==> src/rtl/int_src_pkg.sv <==
// rtl/int_src_pkg.sv - register map and reset values for the interrupt source conditioner
package int_src_pkg;

  localparam logic [2:0] ADR_TRIGM = 3'd0;
  localparam logic [2:0] ADR_POL   = 3'd1;
  localparam logic [2:0] ADR_PEND  = 3'd2;
  localparam logic [2:0] ADR_SWSET = 3'd3;
  localparam logic [2:0] ADR_RAW   = 3'd4;
  localparam logic [2:0] ADR_DBEN  = 3'd5;
  localparam logic [2:0] ADR_DBCNT = 3'd6;

  localparam logic [7:0] TRIGM_RST = 8'h00;
  localparam logic [7:0] POL_RST   = 8'hFF;
  localparam logic [7:0] PEND_RST  = 8'h00;
  localparam logic [7:0] DBEN_RST  = 8'h00;
  localparam logic [7:0] DBCNT_RST = 8'h00;

  // Registers whose write must realign edge history so no spurious event appears.
  function automatic logic is_trig_cfg(input logic [2:0] adr);
    return (adr == ADR_TRIGM) || (adr == ADR_POL);
  endfunction

  function automatic logic is_filt_cfg(input logic [2:0] adr);
    return (adr == ADR_DBEN) || (adr == ADR_DBCNT);
  endfunction

endpackage

==> src/rtl/int_line_filter.sv <==
// rtl/int_line_filter.sv - one interrupt line: synchroniser, glitch filter and edge detector
module int_line_filter
  import int_src_pkg::*;
#(
  parameter int SYNC_STAGES = 2,
  parameter int CNT_W       = 8
) (
  input  logic             clk_i,
  input  logic             rst_ni,
  input  logic             irq_i,
  input  logic             dben_i,
  input  logic [CNT_W-1:0] dbcnt_i,
  input  logic             cnt_clr_i,
  output logic             s_o,
  output logic             f_o,
  output logic             rise_o,
  output logic             fall_o
);

  logic [SYNC_STAGES-1:0] sync_q, sync_d;
  logic                   filt_q, filt_d;
  logic [CNT_W-1:0]       cnt_q, cnt_d;
  logic                   p_q;
  logic                   s;
  logic                   f;

  assign s = sync_q[SYNC_STAGES-1];
  assign f = dben_i ? filt_q : s;

  // With the filter off filt_q shadows s so that enabling it later starts from a settled value.
  always_comb begin
    sync_d = {sync_q[SYNC_STAGES-2:0], irq_i};
    filt_d = filt_q;
    cnt_d  = cnt_q;
    if (!dben_i) begin
      filt_d = s;
      cnt_d  = '0;
    end else if (cnt_clr_i) begin
      cnt_d = '0;
    end else if (s != filt_q) begin
      if (cnt_q >= dbcnt_i) begin
        filt_d = s;
        cnt_d  = '0;
      end else begin
        cnt_d = cnt_q + CNT_W'(1);
      end
    end else begin
      cnt_d = '0;
    end
  end

  always_ff @(posedge clk_i or negedge rst_ni) begin
    if (!rst_ni) begin
      sync_q <= '0;
      filt_q <= 1'b0;
      cnt_q  <= '0;
      p_q    <= 1'b0;
    end else begin
      sync_q <= sync_d;
      filt_q <= filt_d;
      cnt_q  <= cnt_d;
      p_q    <= f;
    end
  end

  assign s_o    = s;
  assign f_o    = f;
  assign rise_o = f & ~p_q;
  assign fall_o = ~f & p_q;

endmodule

==> src/rtl/int_src_cond.sv <==
// rtl/int_src_cond.sv - per-line interrupt conditioner feeding the interrupt controller INT_ARR
// Holds the register file, pending latches, registered output and Wishbone read mux.
module int_src_cond
  import int_src_pkg::*;
#(
  parameter int N           = 8,
  parameter int SYNC_STAGES = 2,
  parameter int CNT_W       = 8
) (
  input  logic         clk,
  input  logic         rst,
  input  logic [N-1:0] IRQ_RAW,
  output logic [N-1:0] INT_ARR,
  input  logic [2:0]   WB_ADRi,
  input  logic [7:0]   WB_DATi,
  output logic [7:0]   WB_DATo,
  input  logic         WB_WEi,
  input  logic         WB_CYCi,
  input  logic         WB_STBi,
  output logic         WB_ACKo
);

  logic [N-1:0]     trigm_q, trigm_d;
  logic [N-1:0]     pol_q, pol_d;
  logic [N-1:0]     pend_q, pend_d;
  logic [N-1:0]     dben_q, dben_d;
  logic [CNT_W-1:0] dbcnt_q, dbcnt_d;
  logic [N-1:0]     int_q, int_d;

  logic [N-1:0] s, f, rise, fall, ev;
  logic [N-1:0] wdat, w1c, swset, trig_clr;
  logic         wr, cnt_clr;

  assign wr      = WB_CYCi & WB_STBi & WB_WEi;
  assign wdat    = WB_DATi[N-1:0];
  assign cnt_clr = wr & is_filt_cfg(WB_ADRi);

  for (genvar i = 0; i < N; i++) begin : g_line
    int_line_filter #(
      .SYNC_STAGES(SYNC_STAGES),
      .CNT_W      (CNT_W)
    ) u_filt (
      .clk_i    (clk),
      .rst_ni   (rst),
      .irq_i    (IRQ_RAW[i]),
      .dben_i   (dben_q[i]),
      .dbcnt_i  (dbcnt_q),
      .cnt_clr_i(cnt_clr),
      .s_o      (s[i]),
      .f_o      (f[i]),
      .rise_o   (rise[i]),
      .fall_o   (fall[i])
    );
  end

  // Edge history follows f every cycle, which also covers the realignment on TRIGM/POL writes.
  assign ev       = (pol_q & rise) | (~pol_q & fall);
  assign w1c      = (wr && WB_ADRi == ADR_PEND)  ? wdat : '0;
  assign swset    = (wr && WB_ADRi == ADR_SWSET) ? wdat : '0;
  assign trig_clr = (wr && WB_ADRi == ADR_TRIGM) ? (trigm_q & ~wdat) : '0;

  always_comb begin
    trigm_d = trigm_q;
    pol_d   = pol_q;
    dben_d  = dben_q;
    dbcnt_d = dbcnt_q;
    if (wr) begin
      case (WB_ADRi)
        ADR_TRIGM: trigm_d = wdat;
        ADR_POL:   pol_d   = wdat;
        ADR_DBEN:  dben_d  = wdat;
        ADR_DBCNT: dbcnt_d = WB_DATi[CNT_W-1:0];
        default:   ;
      endcase
    end
  end

  // Set beats W1C so an event coinciding with a clear is kept; leaving edge mode drops the bit.
  always_comb begin
    pend_d = ((pend_q & ~w1c) | (trigm_q & (ev | swset))) & ~trig_clr;
    int_d  = (trigm_q & pend_d) | (~trigm_q & ~(f ^ pol_q));
  end

  always_ff @(posedge clk or negedge rst) begin
    if (!rst) begin
      trigm_q <= TRIGM_RST[N-1:0];
      pol_q   <= POL_RST[N-1:0];
      pend_q  <= PEND_RST[N-1:0];
      dben_q  <= DBEN_RST[N-1:0];
      dbcnt_q <= DBCNT_RST[CNT_W-1:0];
      int_q   <= '0;
    end else begin
      trigm_q <= trigm_d;
      pol_q   <= pol_d;
      pend_q  <= pend_d;
      dben_q  <= dben_d;
      dbcnt_q <= dbcnt_d;
      int_q   <= int_d;
    end
  end

  always_comb begin
    WB_DATo = 8'h00;
    case (WB_ADRi)
      ADR_TRIGM: WB_DATo = 8'(trigm_q);
      ADR_POL:   WB_DATo = 8'(pol_q);
      ADR_PEND:  WB_DATo = 8'(pend_q);
      ADR_RAW:   WB_DATo = 8'(s);
      ADR_DBEN:  WB_DATo = 8'(dben_q);
      ADR_DBCNT: WB_DATo = 8'(dbcnt_q);
      default:   WB_DATo = 8'h00;
    endcase
  end

  assign INT_ARR = int_q;
  assign WB_ACKo = 1'b1;

  logic unused_cfg;
  assign unused_cfg = is_trig_cfg(WB_ADRi);

endmodule

==> config.mk <==
export PLATFORM = sky130hd
export DESIGN_NAME = int_src_cond
export DESIGN_NICKNAME = d
export VERILOG_FILES = /design/src/rtl/int_src_pkg.sv /design/src/rtl/int_line_filter.sv /design/src/rtl/int_src_cond.sv
export SDC_FILE = /design/constraint.sdc
export NUM_CORES = 1
export LEC_CHECK = 0
export ABC_AREA = 1
export ABC_CLOCK_PERIOD_IN_PS = 4300
export CELL_PAD_IN_SITES_DETAIL_PLACEMENT = 0
export CELL_PAD_IN_SITES_GLOBAL_PLACEMENT = 1
export CORE_ASPECT_RATIO = 0.7
export CORE_MARGIN = 2
export CORE_UTILIZATION = 50
export CTS_BUF_LIST = sky130_fd_sc_hd__clkbuf_4 sky130_fd_sc_hd__clkbuf_8 sky130_fd_sc_hd__clkbuf_16
export CTS_CLUSTER_SIZE = 30
export DETAILED_ROUTE_END_ITERATION = 6
export PLACE_DENSITY_LB_ADDON = 0.1
export SLEW_MARGIN = 20
export SYNTH_ARGS = -nofsm -noshare
export SYNTH_HDL_FRONTEND = slang
export SYNTH_SLANG_ARGS = --single-unit
==> constraint.sdc <==
create_clock -name clk -period 4.3 [get_ports clk]
set_input_delay 0.86 -clock clk [delete_from_list [all_inputs] [get_ports clk]]
set_output_delay 0.86 -clock clk [all_outputs]
set_load 0.01 [all_outputs]
==> metrics.yaml <==
detailed_routing:
  vias: 6397
  wl_met1_um: 10100
  drcViolationCount: 0
  wl_per_cell_um: 15.5
  top_layer: "met4"
  met2_wirelength_um: 8070
  viasPerCell: 5.11
  drt_iter0_drc: 458
  wirelength_um: 19400
  postRouteAntennaNets: 0
  wl_met3_um: 808
  first_pass_iters: 5
clock_network:
  cts_resized: 0
  post-cts-setup-buffer-count: 0
  clk_pin_slew_ns: 0.06
  clkLatencyLatePin_ns: 0.43
  cts_hold_buffers: 0
  tritoncts: "built"
  cts_sinks: 144
  htreeDepth: 4
  clockRootBuffer: "clkbuf_16"
  clockBufferDepth: 2
  cts_buffers: 17
global_routing:
  grt_pass1_vias: 6184
  grt_usage: 0.242
  grt-ovfl-total: 0
  grt_max_degree: 95
  antenna_found_initial: 0
  grt_pass1_wl_um: 32300
power_and_ir_drop:
  powerDensity_nw_per_um2: 501
  seqPwrFrac: 0.390
  internal_power_w: 0.00298
  clkPwrFrac: 0.308
  p_total_w: 0.00470
  ir_drop_uv: 272
  leakagePower_nw: 4.71
  p_sw_w: 0.00172
  combPwrFrac: 0.302
  p_sw_frac: 0.366
sta:
  slew_violations: 0
  tns_ns: 0
  period_minus_slack_ns: 3.80
  hold_viol: 0
  slew_headroom: 0.389
  worst_slack_ns: 0.504
  setup_viol: 0
  max_freq_ghz: 0.263
  finClkSkew_ns: 0.0120
  whs_ns: 0.349
  tightest_slew_ns: 0.917
  rsz0062_at_grt: "no"
  fin_crit_sh: 0.883
synth:
  synth_nets: 1056
  synth_top_area_share: 0.418
  ys_top_cells_by_count: "nand2_1, dfrtp_1, inv_1, nor2_1, nand3_1"
  async_flop_share: 1.00
  ys_top_cells_by_area: "dfrtp_1, nand2_1, ha_1"
  syn_area_um2: 8150
  synth_most_common_cell: "nand2_1"
  syn_inst: 960
  synth_cell_type_count: 34
  ys_warn_count: 0
  ys.flop_type: "dfrtp_1"
  avgSynthCellArea_um2: 8.49
  synth-edff-count: 0
  synth-seq-cells: 144
  yosysTopAreaCell: "dfrtp_1"
  ys_seq_area_frac: 0.443
placed_design:
  io_buffer_count: 39
  dp_cells: 1221
  pre_cts_ws_ns: 0.492
  dpl.hpwl_um: 13400
  gp_congestion: 0.844
outcome:
  status: "complete, no violations"
floorplan:
  die_y_um: 111
  num_io_pins: 41
  core-area_um2: 16200
  die_area_um2: 17300
  row_count: 39
  start_util: 0.504
  dieWidth_um: 157
finish:
  layoutNonFillerInstCount: 1253
  fillers: 1459
  diodes: 0
  register_area_um2: 3610
  multiInputGateArea_um2: 4060
  finalNetCount: 1111
  drive_gt1_frac: 0.0584
  area_growth_syn_to_layout_pct: 15.1
worst_hold_path:
  hold_class: "flop to flop"
critical_path:
  crit_fanout: 8
  cp_data_required_time_ns: 3.44
  crit_type: "input port to output pin"
  start_kind: "input port"
  end_kind: "output pin"
  worstPathArrival_ns: 2.94
run:
  maxCapViolations: 0
sequential cells by signal (all words and copies together) (netlist names):
| name | count |
|---|---|
| g_line.u_filt.cnt_q | 64 |
| g_line.u_filt.sync_q | 16 |
| INT_ARR | 8 |
| dbcnt_q | 8 |
| dben_q | 8 |
| g_line.u_filt.filt_q | 8 |
| g_line.u_filt.p_q | 8 |
| pend_q | 8 |
| pol_q | 8 |
| trigm_q | 8 |
routing by layer:
| layer | up-vias | track usage |
|---|---|---|
| met3 | 32 | 0.0446 |
| met4 | 0 | 0.0820 |
| met1 | 2998 | 0.373 |
| met2 | 128 | 0.340 |
| met5 | - | 0 |
| li1 | 3239 | - |
through the flow:
step	area [um^2]	util
after floorplan	8150	-
after global placement	8810	0.545
after detailed placement	8810	0.545
after CTS	9380	0.581
after global routing	9380	0.581
final	9380	0.581
power by group through the flow:
stage | Combinational (W) | Sequential, W | Clock [W]
floorplan | 0.000998 | 0.00180 | 0
global placement | 0.00141 | 0.00185 | 0
detailed placement | 0.00142 | 0.00185 | 0
CTS | 0.00143 | 0.00183 | 0.00148
global route | 0.00167 | 0.00187 | 0.00154
finish | 0.00142 | 0.00183 | 0.00145
worst max-delay path: stages:
cell	delay (ns)
clkdlybuf4s50_1	0.59
nor2_1	0.20
nand2_1	0.06
inv_1	0.24
nand2_1	0.08
o21ai_0	0.08
nor2_1	0.08
o221ai_1	0.13
clkdlybuf4s50_1	0.61
cell type report:
type / count / share of cell area
Timing Repair Buffer: 43 / 0.0463
Sequential cell: 144 / 0.385
Inverter: 111 / 0.0444
Tap cell: 225 / 0.0300
Clock inverter: 15 / 0.0155
Multi-Input combinational cell: 698 / 0.433
Clock buffer: 17 / 0.0454
cell usage in the layout, fill, tap and decap left out, types with 2 or more instances in the layout:
cell type        synthesis  final
dfstp_2                  8      8
xor2_1                  48     48
a22o_1                   4      4
inv_2                    3      3
dfrtp_1                136    136
inv_1                  107    107
o22ai_1                  6      6
a21oi_1                 26     26
clkbuf_16                0     17
nand3b_1                 8      8
o211ai_1                 2      2
nand3_1                 77     77
nand2_1                243    243
nor2_4                   3      3
o21ai_0                 34     34
nand4_1                 30     30
a22oi_1                  8      8
nand3_4                  2      2
buf_4                    1      3
clkdlybuf4s50_1          0     38
nand2_4                  2      2
clkinvlp_4               0      5
o21ai_1                  2      2
xnor2_1                 16     16
inv_6                    0      7
ha_1                    72     72
nand4_4                  2      2
nor2_1                 107    107
path summary, 6_finish.rpt:
| check | from | endpoint | slack, ns | depth (start not counted) |
|---|---|---|---|---|
| max | WB_ADRi[0] | WB_DATo[3] | 0.50 | 9 |
| min | g_line[6].u_filt.sync_q[0]$_DFF_PN0_ | g_line[6].u_filt.sync_q[1]$_DFF_PN0_ | 0.35 | 0 |
| max reg2reg | dbcnt_q[7]$_DFFE_PN0P_ | g_line[0].u_filt.cnt_q[7]$_DFF_PN0_ | 2.03 | 7 |
| min reg2reg | g_line[6].u_filt.sync_q[0]$_DFF_PN0_ | g_line[6].u_filt.sync_q[1]$_DFF_PN0_ | 0.35 | 0 |
| max in group asynchronous | rst | pol_q[1]$_DFFE_PN1P_ | 2.97 | 2 |
| min in group asynchronous | rst | g_line[3].u_filt.cnt_q[1]$_DFF_PN0_ | 0.49 | 1 |
logic make-up (layout without fill, tap and decap cells):
group,Yosys count,in the layout,share of synthesized area
adders and majority gates,72,72,0.111
other,1,1,0.000460
xor gates and xnor gates,64,64,0.0688
AOI/OAI and AO/OA,84,84,0.0584
and+or+nand+nor,477,477,0.261
DFF,144,144,0.443
buffers and inverters,118,186,0.0577
No activity file was read; power rests on OpenSTA's default activity.
